### config.mk
export PLATFORM = sky130hd
export DESIGN_NAME = arb_requester_bank
export DESIGN_NICKNAME = d
export VERILOG_FILES = /design/src/rtl/arb_pkg.sv /design/src/rtl/arb_req_agent.sv /design/src/rtl/arb_requester_bank.sv
export SDC_FILE = /design/constraint.sdc
export NUM_CORES = 1
export LEC_CHECK = 0
export ABC_AREA = 1
export BUFFER_PORTS_ARGS = -buffer_cell sky130_fd_sc_hd__buf_4
export CAP_MARGIN = 20
export CELL_PAD_IN_SITES_DETAIL_PLACEMENT = 0
export CELL_PAD_IN_SITES_GLOBAL_PLACEMENT = 1
export CORE_MARGIN = 1
export CORE_UTILIZATION = 46
export DETAILED_ROUTE_END_ITERATION = 8
export GPL_ROUTABILITY_DRIVEN = 0
export GPL_TIMING_DRIVEN = 0
export PLACE_DENSITY = 0.81
export SYNTH_ARGS = -nofsm -noshare
export SYNTH_HDL_FRONTEND = slang
export SYNTH_SLANG_ARGS = --single-unit
### constraint.sdc
create_clock -name clk -period 2.9 [get_ports clk]
set_input_delay 0.145 -clock clk [delete_from_list [all_inputs] [get_ports clk]]
set_output_delay 0.145 -clock clk [all_outputs]
set_load 0.1 [all_outputs]
### src/rtl/arb_pkg.sv
// Shared types and defaults for the requester side of the multi-master arbiter.
package arb_pkg;

   typedef enum logic [1:0] {IDLE, WAIT, XFER} agent_state_t;

   localparam int NUM_MASTER_DEF = 4;
   localparam int LEN_W_DEF      = 4;

endpackage

### src/rtl/arb_req_agent.sv
// One requester agent: holds a burst command, requests until L+1 beats are granted,
// tracks time spent waiting for grant.
//
// state | meaning
// IDLE  | no command held, req low, ready for a new command
// WAIT  | requesting, not holding grant (never granted yet, or preempted)
// XFER  | requesting and holding grant, beats being counted down
module arb_req_agent
   import arb_pkg::*;
#(
   parameter int LEN_W   = LEN_W_DEF,
   parameter int TIMEOUT = 16,
   parameter int TO_W    = $clog2(TIMEOUT + 1)
) (
   input  logic             clk,
   input  logic             rst,
   input  logic             accept,
   input  logic [LEN_W-1:0] len,
   input  logic             pri_in,
   input  logic             grant_i,
   output logic             req_o,
   output logic             pri_o,
   output logic             busy_o,
   output logic             done_o,
   output logic             starve_o,
   output logic             idle_o
);

   agent_state_t     state;
   logic [LEN_W-1:0] cnt;
   logic [TO_W-1:0]  wait_cnt;

   assign idle_o = (state == IDLE);

   // pri_o doubles as the stored priority bit: it is only nonzero while requesting.
   always_ff @(posedge clk) begin
      if (rst) begin
         state    <= IDLE;
         cnt      <= '0;
         wait_cnt <= '0;
         req_o    <= 1'b0;
         pri_o    <= 1'b0;
         busy_o   <= 1'b0;
         done_o   <= 1'b0;
         starve_o <= 1'b0;
      end else begin
         done_o <= 1'b0;
         case (state)
            IDLE: begin
               if (accept) begin
                  state    <= WAIT;
                  cnt      <= len;
                  wait_cnt <= '0;
                  req_o    <= 1'b1;
                  pri_o    <= pri_in;
               end
            end
            WAIT: begin
               if (grant_i) begin
                  if (cnt == '0) begin
                     state  <= IDLE;
                     req_o  <= 1'b0;
                     pri_o  <= 1'b0;
                     busy_o <= 1'b0;
                     done_o <= 1'b1;
                  end else begin
                     cnt    <= cnt - LEN_W'(1);
                     state  <= XFER;
                     busy_o <= 1'b1;
                  end
               end else if (wait_cnt != TO_W'(TIMEOUT)) begin
                  wait_cnt <= wait_cnt + TO_W'(1);
                  if (wait_cnt == TO_W'(TIMEOUT - 1))
                     starve_o <= 1'b1;
               end
            end
            XFER: begin
               if (grant_i) begin
                  if (cnt == '0) begin
                     state  <= IDLE;
                     req_o  <= 1'b0;
                     pri_o  <= 1'b0;
                     busy_o <= 1'b0;
                     done_o <= 1'b1;
                  end else begin
                     cnt <= cnt - LEN_W'(1);
                  end
               end else begin
                  // preempted: keep remaining beats, restart the starvation clock
                  state    <= WAIT;
                  wait_cnt <= '0;
                  busy_o   <= 1'b0;
               end
            end
            default: state <= IDLE;
         endcase
      end
   end

endmodule

### src/rtl/arb_requester_bank.sv
// Bank of requester agents facing the arbiter: command demux by master index,
// ready mux, and a sticky grant-legality checker.
module arb_requester_bank
   import arb_pkg::*;
#(
   parameter int num_master = NUM_MASTER_DEF,
   parameter int LEN_W      = LEN_W_DEF,
   parameter int TIMEOUT    = 16,
   parameter int TO_W       = $clog2(TIMEOUT + 1)
) (
   input  logic                          clk,
   input  logic                          rst,
   input  logic                          cmd_valid,
   input  logic [$clog2(num_master)-1:0] cmd_id,
   input  logic [LEN_W-1:0]              cmd_len,
   input  logic                          cmd_pri,
   output logic                          cmd_ready,
   output logic [num_master-1:0]         req,
   output logic [num_master-1:0]         pri,
   input  logic [num_master-1:0]         grant,
   output logic [num_master-1:0]         busy,
   output logic [num_master-1:0]         done,
   output logic [num_master-1:0]         starve,
   output logic                          proto_err
);

   logic [num_master-1:0] idle;
   logic [num_master-1:0] accept;
   logic                  grant_illegal;

   always_comb begin
      accept    = '0;
      cmd_ready = 1'b0;
      if (int'(cmd_id) < num_master) begin
         cmd_ready      = idle[cmd_id];
         accept[cmd_id] = cmd_valid & idle[cmd_id];
      end
   end

   // more than one grant bit, or a grant to a master that is not requesting
   assign grant_illegal = ((grant & (grant - num_master'(1))) != '0) ||
                          ((grant & ~req) != '0);

   always_ff @(posedge clk) begin
      if (rst)
         proto_err <= 1'b0;
      else if (grant_illegal)
         proto_err <= 1'b1;
   end

   for (genvar g = 0; g < num_master; g++) begin : g_agent
      arb_req_agent #(
         .LEN_W   (LEN_W),
         .TIMEOUT (TIMEOUT),
         .TO_W    (TO_W)
      ) u_agent (
         .clk      (clk),
         .rst      (rst),
         .accept   (accept[g]),
         .len      (cmd_len),
         .pri_in   (cmd_pri),
         .grant_i  (grant[g]),
         .req_o    (req[g]),
         .pri_o    (pri[g]),
         .busy_o   (busy[g]),
         .done_o   (done[g]),
         .starve_o (starve[g]),
         .idle_o   (idle[g])
      );
   end

endmodule

# [After elaboration in Yosys (flattened, before gate mapping)]
# Index checks and enable logic that the tools add are counted.
[totals] ff_bits=65 in_bits=14 output_inout_bits=22
[classes] n_addsub=9 n_lt_le_gt_ge=2 n_eq_ne=52 n_mux=108 bitwise=13 reduce_logical=56
[ops] op="2-to-1 mux 5 bit" count=16
[ops] op="case mux 5 bit (3 select lines)" count=4
[ops] op="2-to-1 mux 4 bit" count=12
[ops] op="AND reduction 4 bit" count=12
[ops] op="2-to-1 mux 2 bit" count=20
[ops] op="!= test 2 bit, second input constant" count=20
[ops] op="2-to-1 mux 1 bit" count=34
[ops] op="case mux 4 bit (2 select lines)" count=4
[ops] op="!= test 2 x 1 -> 1 bit, second input constant" count=12
[ops] op="case mux 1 bit (2 select lines)" count=12
[ops] op="case mux 2 bit (3 select lines)" count=4
[ops] op="AND reduction 3 bit" count=8
[ops] op="adder 5 x 1 -> 5 bit, second input constant" count=4
[ops] op="equality test 5 x 4 -> 1 bit, second input constant" count=4
[ops] op="!= test 5 bit, second input constant" count=4
[ops] op="AND reduction 5 bit" count=4
[ops] op="subtractor 4 x 1 -> 4 bit, second input constant" count=5
[ops] op="logical NOT 4 bit" count=4
[ops] op="nonzero test 2 bit" count=8
[ops] op="AND 4 bit" count=3
[ops] op="!= test 3 x 2 -> 1 bit, second input constant" count=4
[ops] op="nonzero test 3 bit" count=4
[ops] op="OR reduction 3 bit" count=4
[ops] op="equality test 2 x 1 -> 1 bit, second input constant" count=4
[ops] op="13 further kinds" count=30

# [Longest topological paths before layout]
[logic_depth] depth_word=7 mapped_depth=13 mapped_depth_nobuf=13

# [Hierarchy]
# From an unflattened synthesis, not the netlist that was laid out.
[unflattened] cells_unflattened=646 hier_area_um2=4227.8
[by_module_without_submodules] mod="arb_req_agent (g_agent[0].u_agent ...)" n_inst=3 cells_each=152 area_each_um2=1011.0 seq_area_each_um2=320.3
[by_module_without_submodules] mod="arb_req_agent (g_agent[2].u_agent)" n_inst=1 cells_each=150 area_each_um2=1006.0 seq_area_each_um2=320.3
[by_module_without_submodules] mod="arb_requester_bank" n_inst=1 cells_each=40 area_each_um2=188.9 seq_area_each_um2=20.0

# [Least setup slack after synthesis]
# No wires, ideal clock.
[synth_timing] path_kind="register -> output" startpoint="register g_agent[3].u_agent.state[0]" endpoint="output cmd_ready" t_arrival_ns=1.502 required_ns=2.755 setup_slack_ns=1.253 stages_incl_launch_ff=9 path_buffers=0 cell_sequence="dfxtp_1 inv_1 ha_1 inv_1 nand2_1 nand2_1 nand2_2 nand2_1 inv_1"
[synth_between] elab_chain_len=3
[synth_lines] element="start: declaration" line="arb_req_agent.sv:29" rtl="agent_state_t state;"
[synth_lines] element="start signal: assignment" line="arb_req_agent.sv:38" rtl="state <= IDLE;"
[synth_lines] element="start signal: assignment" line="arb_req_agent.sv:51" rtl="state <= WAIT;"
[synth_lines] element="start signal: assignment" line="arb_req_agent.sv:61" rtl="state <= IDLE;"
[synth_lines] element="logical NOT 2 bit" line="arb_req_agent.sv:33" rtl="assign idle_o = (state == IDLE);"
[synth_lines] element="binary-select mux 1 bit (select 2 bit)" line="arb_requester_bank.sv:35" rtl="cmd_ready = idle[cmd_id];"
[synth_lines] element="2-to-1 mux 1 bit (not written as such)" line="arb_requester_bank.sv:35"
[synth_lines] element="end: declaration" line="arb_requester_bank.sv:17" rtl="output logic cmd_ready,"
# Every way passes these cells. The select of a mux whose other input is x is not followed.

# [Final worst setup path]
[layout_timing] startpoint="register g_agent[3].u_agent.state[0]" endpoint="register g_agent[3].u_agent.cnt[3]"
[layout_between] elab_chain_len=7 elab_cells_between_ends=14 cone_classes="5 x eq/ne; 3 x mux; 2 x bitwise; 4 x reduce/logical"
[layout_lines] element="logical NOT 2 bit" line="arb_req_agent.sv:33, arb_req_agent.sv:48"
[layout_lines] element="binary-select mux 1 bit (select 2 bit)" line="arb_requester_bank.sv:36" rtl="accept[cmd_id] = cmd_valid & idle[cmd_id];"
[layout_lines] element="2-to-1 mux 1 bit (not written as such)" line="arb_requester_bank.sv:36"
[layout_lines] element="AND 1 bit" line="arb_requester_bank.sv:36"
[layout_lines] element="AND 4 bit (no line)"
[layout_lines] element="!= test 2 bit (no line)"
[layout_lines] element="AND reduction 4 bit (no line)"
[layout_lines] element="end signal: assignment" line="arb_req_agent.sv:52" rtl="cnt <= len;"
[layout_lines] element="end signal: assignment" line="arb_req_agent.sv:67" rtl="cnt <= cnt - LEN_W'(1);"
[layout_lines] element="end signal: assignment" line="arb_req_agent.sv:86" rtl="cnt <= cnt - LEN_W'(1);"
[layout_lines] element="end: declaration" line="arb_req_agent.sv:30" rtl="logic [LEN_W-1:0] cnt;"
# Several ways; a longest one is shown, not always the timed one. The select of a mux whose other input is x is not followed.
# A chain may end at the register's enable or synchronous reset.

==> results.sh <==
export IMPL_status="finished clean"
export IMPL_synthFlopType="dfxtp_1"
export IMPL_drive_above_1_share_pct=14.4
export IMPL_clock_path_buffers=2
export IMPL_hold_start="grant[3]"
export IMPL_maxCapViolations=0
export IMPL_worstPathRequired_ns=3.13
export IMPL_top_layer="met4"
export IMPL_synth_top_area_cell="dfxtp_1"
export IMPL_reg2reg_from="g_agent[3].u_agent.state[0]"
export IMPL_vdd_drop_max_mv=0.635
export IMPL_clock_latency_ns=0.34
export IMPL_m1WireLength_mm=4.75
export IMPL_fp_dieW_um=95.2
export IMPL_grt_max_degree=11
export IMPL_hold_viol_final=0
export IMPL_p_int_w=0.00243
export IMPL_r2r_slack_ns=0.89
export IMPL_drc=0
export IMPL_setup_viol_count_final=0
export IMPL_holdPathStages=4
export IMPL_final_max_slew_viol_count=0
export IMPL_rows=33
export IMPL_switching_share_pct=51.9
export IMPL_worstMarginPinSlew_ns=0.664
export IMPL_final_core_util_pct=54.7
export IMPL_cts_made_buffers=9
export IMPL_endpoint_kind="flip-flop"
export IMPL_synth_warnings=0
export IMPL_hold_class="primary input to flip-flop"
export IMPL_crit_arrival_ns=2.24
export IMPL_wl_per_cell_um=13.0
export IMPL_r2r_cells=8
export IMPL_syn_avg_cell_area_um2=6.92
export IMPL_synthToLayoutAreaGrowth_pct=13.6
export IMPL_synth_seq_area_share_pct=32.6
export IMPL_final_cell_mix="nand2_1, inv_1, dfxtp_1"
export IMPL_fin_tns_setup_ns=0
export IMPL_synth_area_leaders="dfxtp_1, nand2_1, ha_1"
export IMPL_critPathLaunchType="flip-flop"
export IMPL_layout_commonest_cell="nand2_1"
export IMPL_postSynthCellCount=577
export IMPL_cts_tree="yes"
export IMPL_cp_max_fo=8
export IMPL_relSlewSlack_pct=55.8
export IMPL_antenna_found_initial=0
export IMPL_synth_nets=624
export IMPL_wl_met3_um=398
export IMPL_num_vias=3696
export IMPL_cts_hold_buf=0
export IMPL_period_share_pct=69.2
export IMPL_synth_seq_cells=65
export IMPL_clockRootBuffer="clkbuf_8"
export IMPL_pwr_share_clk_pct=12.7
export IMPL_crit_type="flip-flop to flip-flop"
export IMPL_start_util_pct=48.1
export IMPL_drt_pass1_iterations=4
export IMPL_die_y_um=95.2
export IMPL_cts_sinks=65
export IMPL_grt_usage_pct=23.0
export IMPL_synthArstFlopShare_pct=0
export IMPL_first_iter_violations=168
export IMPL_post_cts_buffers=0
export IMPL_power_leakage_nw=2.01
export IMPL_combPwrFrac_pct=60.7
export IMPL_num_antenna_cells=0
export IMPL_layout_cells_non_filler=731
export IMPL_io_buffer_count=34
export IMPL_via_per_inst=5.06
export IMPL_routed_wl_mm=9.50
export IMPL_final_area_um2=4540
export IMPL_p_seq_share_pct=26.6
export IMPL_period_minus_slack_ns=2.01
export IMPL_wl_met2_mm=4.25
export IMPL_r2r_end="g_agent[3].u_agent.cnt[3]"
export IMPL_cts_resized=0
export IMPL_power_density_nw_per_um2=1120
export IMPL_dp_cells=716
export IMPL_postPlaceCellArea_um2=4380
export IMPL_rsz0062_at_grt="no"
export IMPL_place_hpwl_mm=7.22
export IMPL_synth_cell_type_count=29
export IMPL_p_sw_w=0.00263
export IMPL_netlist_area_um2=4000
export IMPL_core_area_um2=8300
export IMPL_whs_endpoint="g_agent[3].u_agent.starve_o"
export IMPL_max_freq_ghz=0.498
export IMPL_synth_top_area_share_pct=32.6
export IMPL_synth_edff_count=0
export IMPL_die_area_um2=9060
export IMPL_overflow=0
export IMPL_h_tree_depth=3
export IMPL_ios=36
export IMPL_grt_pass1_wl_mm=16.0
export IMPL_grt_pass1_vias=3465
export IMPL_clock_skew_final_ns=0.00747
export IMPL_cts_reportedPaths_clkPinSlew_ns=0.07
export IMPL_nets=669
export IMPL_ant_nets=0
flip-flops by register name, summed over array words and instances, names as in the netlist:
register,cells
g_agent.u_agent.busy_o,4
g_agent.u_agent.state,8
g_agent.u_agent.done_o,4
g_agent.u_agent.wait_cnt,20
g_agent.u_agent.cnt,16
g_agent.u_agent.req_o,4
proto_err,1
g_agent.u_agent.pri_o,4
g_agent.u_agent.starve_o,4
layer usage:
layer,vias to the layer above,GRT usage (%)
met3,12,4.39
met4,0,6.44
met5,-,0
met1,1658,30.9
li1,1955,-
met2,71,37.3
Yosys cell counts (8+ instances only):
| master | n |
|---|---|
| buf_4 | 20 |
| o21ai_0 | 38 |
| nand2_2 | 11 |
| nor3_1 | 8 |
| nand4_1 | 9 |
| a21oi_1 | 61 |
| nor2_1 | 50 |
| nand2_1 | 116 |
| ha_1 | 33 |
| inv_1 | 74 |
| dfxtp_1 | 65 |
| nand3_1 | 39 |
| a31oi_1 | 9 |
| xor2_1 | 8 |
power groups by stage:
stage	clock network [W]	registers (W)	logic, W
2_1_floorplan	0	0.00132	0.00248
3_3_place_gp	0	0.00135	0.00303
3_5_place_dp	0	0.00136	0.00305
4_1_cts	0.000674	0.00135	0.00307
5_1_grt	0.000709	0.00138	0.00345
6_report	0.000644	0.00135	0.00307
how the worst max path moves through the flow:
stage                           startpoint                   endpoint  cells after the start
5_1_grt        g_agent[3].u_agent.state[0]  g_agent[3].u_agent.cnt[3]                      8
3_3_place_gp   g_agent[3].u_agent.state[0]  g_agent[3].u_agent.cnt[3]                      8
6_report       g_agent[3].u_agent.state[0]  g_agent[3].u_agent.cnt[3]                      8
2_1_floorplan  g_agent[3].u_agent.state[0]                  cmd_ready                      8
4_1_cts        g_agent[3].u_agent.state[0]  g_agent[3].u_agent.cnt[3]                      8
3_5_place_dp   g_agent[3].u_agent.state[0]  g_agent[3].u_agent.cnt[3]                      8
critical path, stage by stage, from the launching register on:
cell and delay [ns]:
dfxtp_1 0.39, inv_1 0.08, ha_1 0.40, inv_1 0.22, nand2_1 0.10, o21ai_1 0.26
nand2_1 0.20, o21ai_0 0.20, nor2_1 0.05
metrics by stage:
stage	setup WS [ns]	power, W	hold WS (ns)
2_1_floorplan	1.25	0.00380	0.293
3_5_place_dp	0.952	0.00442	0.453
5_1_grt	0.663	0.00554	0.129
3_3_place_gp	0.990	0.00438	0.441
4_1_cts	0.950	0.00509	0.103
6_report	0.894	0.00506	0.115
cell families (layout without fill, tap and decap cells):
kind of cell    after synthesis  after routing  share of synthesized area [%]
xor+xnor                      8              8                           1.75
fa+ha+maj                    33             33                           10.3
compound gates              117            117                           15.3
simple gates                245            245                           27.3
buf+inv                     109            158                           12.8
flops                        65             65                           32.6
cell type report:
| cell class | count | area (um2) |
|---|---|---|
| Multi-Input combinational cell | 403 | 2180 |
| Sequential cell | 65 | 1300 |
| Inverter | 80 | 310 |
| Clock buffer | 15 | 156 |
| Fill cell | 824 | 3760 |
| Buffer | 29 | 200 |
| Timing Repair Buffer | 34 | 255 |
| Tap cell | 105 | 131 |
(Power assumes the default switching activity.)
